`src/rtl/mac_pkg.sv`:
```
// mac_pkg: shared FSM state type and digit-counter sizing for the digit-serial MAC.
package mac_pkg;
  typedef enum logic [1:0] {IDLE, FEED, FLUSH} state_t;
  function automatic int cnt_w(input int n);
    return (n < 2) ? 1 : $clog2(n);
  endfunction
endpackage

```
`src/rtl/mac_digit_pe.sv`:
```
// mac_digit_pe: combinational carry + a*X for one D-bit digit, signed or unsigned operands.
module mac_digit_pe #(
  parameter int M = 32,
  parameter int D = 1
) (
  input  logic [M+D:0] carry_i,
  input  logic [D-1:0] a_i,
  input  logic [M-1:0] x_i,
  input  logic         a_sgn_i,
  input  logic         x_sgn_i,
  output logic [M+D:0] sum_o
);
  logic signed [D:0]   a_s;
  logic signed [M:0]   x_s;
  logic signed [M+D:0] prod;
  assign a_s   = {a_sgn_i & a_i[D-1], a_i};
  assign x_s   = {x_sgn_i & x_i[M-1], x_i};
  // The true sum always fits M+D+1 signed bits, so modular arithmetic is exact.
  assign prod  = (M+D+1)'(a_s) * (M+D+1)'(x_s);
  assign sum_o = carry_i + prod;
endmodule

```
`src/rtl/mac_digit_seq.sv`:
```
// mac_digit_seq: digit-serial A times parallel X multiplier emitting the N+M-bit product LSB digit first.
module mac_digit_seq
  import mac_pkg::*;
#(
  parameter int N = 32,
  parameter int M = 32,
  parameter int D = 1
) (
  input  logic         clk,
  input  logic         rst,
  input  logic         start,
  input  logic         sgn,
  input  logic [M-1:0] X,
  input  logic [D-1:0] a,
  input  logic         a_valid,
  output logic         busy,
  output logic [D-1:0] aX,
  output logic         aX_valid,
  output logic         aX_last
);
  localparam int C  = M + D + 1;
  localparam int CW = cnt_w((N + M) / D);
  localparam logic [CW-1:0] FEED_END = CW'(N / D - 1);
  localparam logic [CW-1:0] LAST     = CW'((N + M) / D - 1);
  if ((N % D) != 0 || (M % D) != 0) begin : g_bad_digit
    $error("mac_digit_seq: D must divide both N and M");
  end
  state_t         state_q, state_d;
  logic [M-1:0]   x_q, x_d;
  logic           sgn_q, sgn_d;
  logic [C-1:0]   carry_q, carry_d, sum;
  logic [CW-1:0]  cnt_q, cnt_d;
  logic [D-1:0]   ax_q, ax_d;
  logic           axv_q, axv_d, axl_q, axl_d;
  // Only the most significant A digit carries negative weight in signed mode.
  mac_digit_pe #(.M(M), .D(D)) u_pe (
    .carry_i (carry_q),
    .a_i     (a),
    .x_i     (x_q),
    .a_sgn_i (sgn_q && cnt_q == FEED_END),
    .x_sgn_i (sgn_q),
    .sum_o   (sum)
  );
  always_comb begin
    state_d = state_q;
    x_d     = x_q;
    sgn_d   = sgn_q;
    carry_d = carry_q;
    cnt_d   = cnt_q;
    ax_d    = ax_q;
    axv_d   = 1'b0;
    axl_d   = 1'b0;
    case (state_q)
      IDLE: if (start) begin
        x_d     = X;
        sgn_d   = sgn;
        carry_d = '0;
        cnt_d   = '0;
        state_d = FEED;
      end
      FEED: if (a_valid) begin
        ax_d    = sum[D-1:0];
        axv_d   = 1'b1;
        carry_d = $signed(sum) >>> D;
        cnt_d   = cnt_q + 1'b1;
        state_d = (cnt_q == FEED_END) ? FLUSH : FEED;
      end
      FLUSH: begin
        ax_d    = carry_q[D-1:0];
        axv_d   = 1'b1;
        carry_d = $signed(carry_q) >>> D;
        cnt_d   = cnt_q + 1'b1;
        axl_d   = (cnt_q == LAST);
        state_d = (cnt_q == LAST) ? IDLE : FLUSH;
      end
      default: state_d = IDLE;
    endcase
  end
  always_ff @(posedge clk or negedge rst) begin
    if (!rst) begin
      state_q <= IDLE;
      x_q     <= '0;
      sgn_q   <= 1'b0;
      carry_q <= '0;
      cnt_q   <= '0;
      ax_q    <= '0;
      axv_q   <= 1'b0;
      axl_q   <= 1'b0;
    end else begin
      state_q <= state_d;
      x_q     <= x_d;
      sgn_q   <= sgn_d;
      carry_q <= carry_d;
      cnt_q   <= cnt_d;
      ax_q    <= ax_d;
      axv_q   <= axv_d;
      axl_q   <= axl_d;
    end
  end
  assign busy     = state_q != IDLE;
  assign aX       = ax_q;
  assign aX_valid = axv_q;
  assign aX_last  = axl_q;
endmodule
```
`config.mk`:
```
export PLATFORM = sky130hd
export DESIGN_NAME = mac_digit_seq
export DESIGN_NICKNAME = d
export VERILOG_FILES = /design/src/rtl/mac_pkg.sv /design/src/rtl/mac_digit_pe.sv /design/src/rtl/mac_digit_seq.sv
export SDC_FILE = /design/constraint.sdc
export NUM_CORES = 1
export LEC_CHECK = 0
export BUFFER_PORTS_ARGS = -buffer_cell sky130_fd_sc_hd__buf_2
export CAP_MARGIN = 5
export CORE_ASPECT_RATIO = 2
export CORE_MARGIN = 3
export CORE_UTILIZATION = 62
export DETAILED_ROUTE_END_ITERATION = 16
export PLACE_DENSITY = 0.81
export SYNTH_ARGS = -nofsm -noshare
export SYNTH_HDL_FRONTEND = slang
export SYNTH_SLANG_ARGS = --single-unit
```
`constraint.sdc`:
```
create_clock -name clk -period 6.5 [get_ports clk]
set_input_delay 0 -clock clk [delete_from_list [all_inputs] [get_ports clk]]
set_output_delay 0 -clock clk [all_outputs]
set_load 0.02 [all_outputs]
```
# Word level (Yosys, flattened, before mapping)
# Cells that the tools add are included.
# Widths: inputs -> output; s select.
[word_totals] ff_bits=78 elab_cells=48 output_inout_bits=4
[op_classes] mux=16 eq_ne=6 mul=1 n_bitwise=3 n_addsub=2 reduce_logical=11
[ops] cell="$pmux 34 s3" count=1
[ops] cell="$mux 34" count=2
[ops] cell="$add 34x34->34" count=1
[ops] cell="$mul 2x33->34" count=1
[ops] cell="$pmux 6 s3" count=1
[ops] cell="$mux 6" count=2
[ops] cell="$mux 2" count=4
[ops] cell="$add 6x1->6 const B" count=1
[ops] cell="$eq 6x5->1 const B" count=1
[ops] cell="$eq 6x6->1 const B" count=1
[ops] cell="$pmux 2 s3" count=1
[ops] cell="$reduce_and 2->1" count=3
[ops] cell="$reduce_bool 2->1" count=3
[ops] cell="$ne 2x2->1 const B" count=2
[ops] cell="$pmux 1 s2" count=2
[ops] cell="$reduce_and 4->1" count=1
[ops] cell="$mux 1" count=3
[ops] cell="$reduce_and 3->1" count=1
[ops] cell="$reduce_bool 3->1" count=1
[ops] cell="$and 1x1->1" count=2
[ops] cell="$eq 2x1->1 const B" count=1
[ops] cell="$eq 2x2->1 const B" count=1
[ops] cell="$logic_not 2->1" count=1
[ops] cell="$logic_and 1x1->1" count=1
[ops] cell="$not 1->1" count=1

# Depth between registers and ports, before layout
# Gate-level depths: netlist of run 1.
[depth] word_depth=7 mapped_depth=18 mapped_depth_nobuf=16

# Hierarchy
# From an unflattened synthesis of run 1, not the netlist that was laid out.
[unflattened] hier_cells=769 area_unflattened_um2=7030.5
[modules_own_cells] mod="mac_digit_seq" cells_each=295 area_each_um2=3692.3 instances=1 seq_area_each_um2=1951.9
[modules_own_cells] mod="mac_digit_pe" cells_each=474 area_each_um2=3338.2 instances=1 seq_area_each_um2=0.0

# Worst setup path after synthesis of run 1
# No wires, ideal clock.
[synth_path] kind="register -> register" startpoint="register cnt_q[0]" endpoint="register carry_q[31]" n_path_buf=1 path_stages_with_launch=18 slack_ns=1.919 setup_time_ns=0.083 arrival_time_ns=4.499 cell_sequence="dfrtp_1 -> ha_1 -> nand4_4 -> nor3_1 -> clkbuf_1 -> nand2b_1 -> fa_1 -> inv_1 -> ha_1 -> a211oi_1 -> o2bb2ai_1 -> a211oi_1 -> o22ai_1 -> o211ai_1 -> a211oi_1 -> o31ai_1 -> mux2_2 -> o21ai_0"
[synth_via] elab_chain_cells=7
[synth_rtl] item="start: declaration" line="mac_digit_seq.sv:32" text="logic [CW-1:0] cnt_q, cnt_d;"
[synth_rtl] item="start signal: assignment" line="mac_digit_seq.sv:94" text="cnt_q <= cnt_d;"
[synth_rtl] item="$eq 6x5->1" line="mac_digit_seq.sv:40" text=".a_sgn_i (sgn_q && cnt_q == FEED_END),"
[synth_rtl] item="$logic_and 1x1->1" line="mac_digit_seq.sv:40"
[synth_rtl] item="$and 1x1->1" line="mac_digit_pe.sv:16" text="assign a_s = {a_sgn_i & a_i[D-1], a_i};"
[synth_rtl] item="$mul 2x33->34" line="mac_digit_pe.sv:19" text="assign prod = (M+D+1)'(a_s) * (M+D+1)'(x_s);"
[synth_rtl] item="$add 34x34->34" line="mac_digit_pe.sv:20" text="assign sum_o = carry_i + prod;"
[synth_rtl] item="$mux 34" line="mac_digit_seq.sv:61" text="FEED: if (a_valid) begin"
[synth_rtl] item="$pmux 34 s3" line="mac_digit_seq.sv:53" text="case (state_q)"
[synth_rtl] item="end signal: assignment" line="mac_digit_seq.sv:93" text="carry_q <= carry_d;"
[synth_rtl] item="end: declaration" line="mac_digit_seq.sv:31" text="logic [C-1:0] carry_q, carry_d, sum;"
# Every way passes these cells. The select of a mux whose other input is x is not followed.
# A chain may end at the register's enable or synchronous reset.

# Final worst setup path of run 1
# Same ends and word-level chain as after synthesis.

==> results.toml, run 1 <==
[hold_path]
worstHoldPathType = "input pin to flip-flop"

[sta]
finalSetupViolCount = 0
period_needed_ns = 5.30
fmax_mhz = 189
rsz0062_at_grt = "no"
fin_skew_ns = 0.00916
slew_headroom_pct = 29.9
tightest_slew_ns = 1.05
fin_tns_setup_ns = 0
hold_viol = 0
fin_crit_sh_pct = 81.5
hold-worst-slack_ns = 0.137
final_max_slew_viol_count = 0

[clock_network]
clockBufferDepth = 2
path_clk_slew_ns = 0.07
insertion_delay_ns = 0.35
root_buffer = "clkbuf_16"
post-cts-setup-buffer-count = 0
htree_levels = 3
cts_tree = "done"
cts_sinks = 78
numCtsBuffers = 9

[pwr]
intPower_mw = 1.67
power_frac_comb_pct = 51.6
pwr_density_cell_nw_per_um2 = 409
switching_share_pct = 43.6
p_leak_nw = 3.53
seqPwrFrac_pct = 29.4
p_clk_share_pct = 19.0
ir_drop_mv = 0.270
p_sw_mw = 1.29

[routing]
vias = 5301
antenna_left = 0
initialDrtViolationCount = 379
drtPass1Iterations = 6
routed_wl_um = 15500
avgViaCountPerCell = 5.98
post_drt_wl_per_cell_um = 17.5
drc_errors = 0

[synthesis]
synth.distinct_cells = 51
yosysWarnings = 0
syn-num-nets = 801
netlist_area_sq_um = 6280
synth_flop_cell = "dfrtp_1"
syn_avg_cell_area_sq_um = 9.10
synth-edff-count = 0
syn_inst = 691
synth-seq-area-share_pct = 31.1
synthArstFlopShare_pct = 100
ys_ff_latch = 78

[global_routing]
antenna_found_initial = 0
grt_pass1_wl_um = 25900
grt_max_degree = 79
grt_pass1_vias = 5687
grt.overflow.total = 0
grt_usage_pct = 28.5

[floorplanning]
die_area_sq_um = 11500
boundaryPins = 42
dieWidth_um = 77.2
die_h_um = 148
rows = 51
core_sq_um = 9830
start_util_pct = 64.0

[setup_path]
critPathArrivalTime_ns = 5.55
cp_cell_sequence = "ha_1 > nand4_4 > nor3_2 > buf_4 > nand2b_1 > fa_1 > inv_1 > ha_1 > a211oi_1 > o2bb2ai_1 > a211oi_1 > o22ai_1 > o211ai_1 > a211oi_1 > o31ai_1 > mux2_2 > o21ai_0"
cp_data_required_time_ns = 6.76
path_class = "flip-flop to flip-flop"
max_stage_delay_ns = 0.67
worstSetupStartpointType = "flip-flop"
crit_path_end_kind = "flip-flop"
cp_max_fo = 33
r2r_slack_ns = 1.20
crit_path_frequent_cell = "a211oi_1"
crit_slowest_cell = "a211oi_1"

[place]
place.gp.congestion = 0.908
hpwlAfterDp_um = 10900
dp.cells = 836
io_buffers = 41

[final_layout]
syn_to_final_growth_pct = 15.4
most-common-layout-cells = "inv_1, dfrtp_1, nand2_1"
fin_nets = 860
final_cells = 887
layout_commonest_cell = "inv_1"
n_antenna_cell = 0
final_layout_size_suffix_gt1_share_pct = 14.2

[job]
maxCapViolCount = 0

[status]
outcome = "finished clean"
kinds of logic (layout without fill, tap and decap cells):
kind of cell | Yosys count | in the layout | share of synthesized area [%]
buf+inv | 135 | 199 | 8.06
simple gates | 158 | 158 | 12.7
mux | 34 | 34 | 6.09
compound gates | 185 | 185 | 19.7
fa+ha+maj | 72 | 72 | 18.3
flops | 78 | 78 | 31.1
xor+xnor | 29 | 29 | 4.04
path summary, 6_finish.rpt:
check | from | endpoint | cells after the start
worst max-delay path | cnt_q[0] | carry_q[31] | 17
worst min-delay path | start | state_q[1] | 4
worst max register to register | cnt_q[0] | carry_q[31] | 17
worst min register to register | cnt_q[1] | cnt_q[1] | 2
max in group asynchronous | rst | x_q[26] | 2
min in group asynchronous | rst | cnt_q[3] | 2
power groups by stage:
| stage | clock (mW) | combinational [mW] | sequential [mW] |
|---|---|---|---|
| 6_report | 0.564 | 1.53 | 0.871 |
| 5_1_grt | 0.587 | 1.71 | 0.898 |
| 4_1_cts | 0.571 | 1.52 | 0.868 |
| 3_5_place_dp | 0 | 1.49 | 0.874 |
| 3_3_place_gp | 0 | 1.43 | 0.865 |
| 2_1_floorplan | 0 | 1.16 | 0.814 |
registers in the layout, summed over array words and instances, names as in the netlist:
signal    cells
aX            1
x_q          32
aX_last       1
aX_valid      1
cnt_q         6
state_q       2
carry_q      34
sgn_q         1
cell usage after synthesis (16+ instances only):
cell type	n	area, sq um
mux2_2	34	383
nand2b_1	36	225
fa_1	33	661
inv_1	104	390
a21oi_1	41	205
a21o_1	18	135
nand2_1	59	221
xor2_1	17	149
dfrtp_1	78	1950
ha_1	39	488
nor2_1	16	60.1
a22oi_1	26	195
clkbuf_1	27	101
o21ai_0	46	230
per-layer routing:
metal | share of wire, % | global-route usage, % | up-vias
li1 | - | - | 2477
met1 | 36 | 29.0 | 2589
met2 | 56 | 53.6 | 176
met3 | 4.0 | 4.42 | 59
met4 | 4.4 | 16.6 | 0
met5 | 0 | 0 | -
area by class of cell:
class | count | area [sq um]
Multi-Input combinational cell | 478 | 3830
Fill cell | 752 | 2570
Sequential cell | 78 | 1950
Timing Repair Buffer | 79 | 581
Inverter | 104 | 390
Clock buffer | 10 | 239
Tap cell | 132 | 165
Clock inverter | 6 | 93.8
worst max-delay path: cells and delay by family (launching register included):
| family | cells | cell delay (ns) |
|---|---|---|
| multiplexers | 1 | 0.36 |
| adder cells (fa/ha/maj) | 3 | 1.15 |
| flip-flops | 1 | 0.40 |
| AND/OR/NAND/NOR | 3 | 0.53 |
| AO/OA/AOI/OAI | 8 | 2.29 |
| buffers and inverters | 2 | 0.46 |
stage by stage:
stage / total power [mW] / area [sq um] / utilization [%] / worst slack, ns
global route: 3.19 / 7250 / 73.8 / 0.875
detailed placement: 2.36 / 6570 / 66.9 / 1.35
global placement: 2.30 / 6570 / 66.9 / 1.55
floorplan: 1.97 / 6280 / - / 1.92
CTS: 2.96 / 7250 / 73.8 / 1.30
finish: 2.97 / 7250 / 73.8 / 1.20
repair_timing:
action | CTS | global route
hold buffers | 35 | 0
endpoints found under the hold margin | 113 | 0
resized for setup | 0 | 0
No activity file was read; power rests on OpenSTA's default activity.
==> run 2, diff against run 1 <==
Clock period 6.5 ns to 5.4 ns, I/O delays scaled along.
==> results.toml, run 2 (synthesized netlist as in run 1, its figures left out) <==
[status]
outcome = "finished clean"

[place]
hpwlAfterDp_um = 11100
io_buffers = 41
place.gp.congestion = 0.951

[setup_path]
path_class = "flip-flop to flip-flop"
cp_max_fo = 33
crit_buf_inv = 2
critPathArrivalTime_ns = 5.11
cp_cell_sequence = "ha_1 > nand4_4 > nor3_2 > buf_4 > nand2b_1 > fa_1 > inv_1 > ha_1 > a21oi_1 > o41ai_4 > a211oi_2 > o2111ai_1 > a311oi_1 > o31ai_2 > a21oi_1 > xor2_1 > o21ai_0"
r2r_slack_ns = 0.51
worstSetupStartpointType = "flip-flop"
crit_family = "compound AO/OA/AOI/OAI gates"
cp_data_required_time_ns = 5.62
crit_path_end_kind = "flip-flop"
max_stage_delay_ns = 0.53
crit_slowest_cell = "fa_1"

[routing]
drtPass1Iterations = 6
antenna_left = 0
drc_errors = 0
initialDrtViolationCount = 399
avgViaCountPerCell = 6.11
vias = 5453
routed_wl_um = 16100
post_drt_wl_per_cell_um = 18.0

[sta]
finalSetupViolCount = 0
hold-worst-slack_ns = 0.119
fin_crit_sh_pct = 90.5
rsz0062_at_grt = "no"
fmax_mhz = 205
fin_skew_ns = 0.00827
fin_tns_setup_ns = 0
final_max_slew_viol_count = 0
slew_headroom_pct = 31.1
hold_viol = 0
period_needed_ns = 4.89
tightest_slew_ns = 1.03

[floorplanning]
core_sq_um = 9830
start_util_pct = 64.0
rows = 51
die_area_sq_um = 11500
dieWidth_um = 77.2
boundaryPins = 42
die_h_um = 148

[pwr]
p_leak_nw = 3.54
ir_drop_mv = 0.308
pwr_density_cell_nw_per_um2 = 489

[global_routing]
grt_pass1_vias = 5982
grt.overflow.total = 0
grt_usage_pct = 29.7
grt_pass1_wl_um = 27000
grt_max_degree = 79
antenna_found_initial = 0

[final_layout]
n_antenna_cell = 0
final_layout_size_suffix_gt1_share_pct = 14.6
largest-register = "carry_q"
syn_to_final_growth_pct = 15.6
largest_registers = "carry_q: 34 flops, x_q: 32 flops, cnt_q: 6 flops"
layout_commonest_cell = "inv_1"
largest_register_ffs = 34
fin_nets = 865
fillers = 729
most-common-layout-cells = "inv_1, dfrtp_1, nand2_1"

[clock_network]
root_buffer = "clkbuf_16"
insertion_delay_ns = 0.35
cts_sinks = 78
numCtsBuffers = 9
path_clk_slew_ns = 0.07
cts_tree = "done"
clockBufferDepth = 2
htree_levels = 3
post-cts-setup-buffer-count = 0

[hold_path]
worstHoldPathType = "input pin to flip-flop"

[job]
maxCapViolCount = 0
==> run 2: timing repair <==
item                       4_1_cts  5_1_grt
resized for setup                0        0
hold endpoints to repair       113        0
hold buffers                    35        0
setup endpoints to repair        0        0
==> run 2: path summary, 6_finish.rpt <==
check                      depth (start not counted)     start          end
min reg2reg                                        1   x_q[26]      x_q[26]
min in group asynchronous                          2       rst     cnt_q[5]
max reg2reg                                       17  cnt_q[0]  carry_q[26]
max in group asynchronous                          2       rst      x_q[31]
max                                               17  cnt_q[0]  carry_q[26]
min                                                4     start   state_q[1]
==> run 2: cell type report <==
cell class | count | area, sq um | share of cell area [%]
flip-flops and latches | 78 | 1950 | 26.9
clock buffers | 11 | 253 | 3.48
multi-input cells | 478 | 3830 | 52.7
repair buffers | 84 | 618 | 8.51
inverters | 104 | 390 | 5.37
well taps | 132 | 165 | 2.27
clock inverters | 5 | 57.6 | 0.792
==> run 2: power breakdown <==
group          internal, mW  switching [mW]  total [mW]
logic                 0.763            1.10        1.86
registers             0.838           0.211        1.05
clock network         0.382           0.260       0.642
total                  1.98            1.57        3.55
==> run 2: metrics by stage <==
step,power [mW],util [%],worst slack [ns],area (sq um),std cells
6_report,3.55,73.9,0.515,7270,892
5_1_grt,3.81,73.9,0.140,7270,892
4_1_cts,3.53,73.9,0.591,7270,892
3_5_place_dp,2.86,67.2,0.605,6610,841
3_3_place_gp,2.77,67.2,0.796,6610,841
2_1_floorplan,2.38,-,0.819,6280,691
==> run 2: worst reg2reg max path, delay by kind of cell, from the launching register on <==
kind	cells	cell delay [ns]
buffers and inverters	2	0.45
AO/OA/AOI/OAI	8	2.10
XOR/XNOR	1	0.16
adder cells (fa/ha/maj)	3	1.14
AND/OR/NAND/NOR	3	0.54
flip-flops	1	0.39
==> run 2: per-layer routing <==
layer  vias to the layer above  wire (um)  share of wire [%]  GRT usage [%]
met5                         -          0                  0              0
met4                         0        843                5.2           18.0
met3                        69        741                4.6           5.09
met2                       196       8890                 55           55.5
met1                      2702       5600                 35           29.9
li1                       2486          -                  -              -
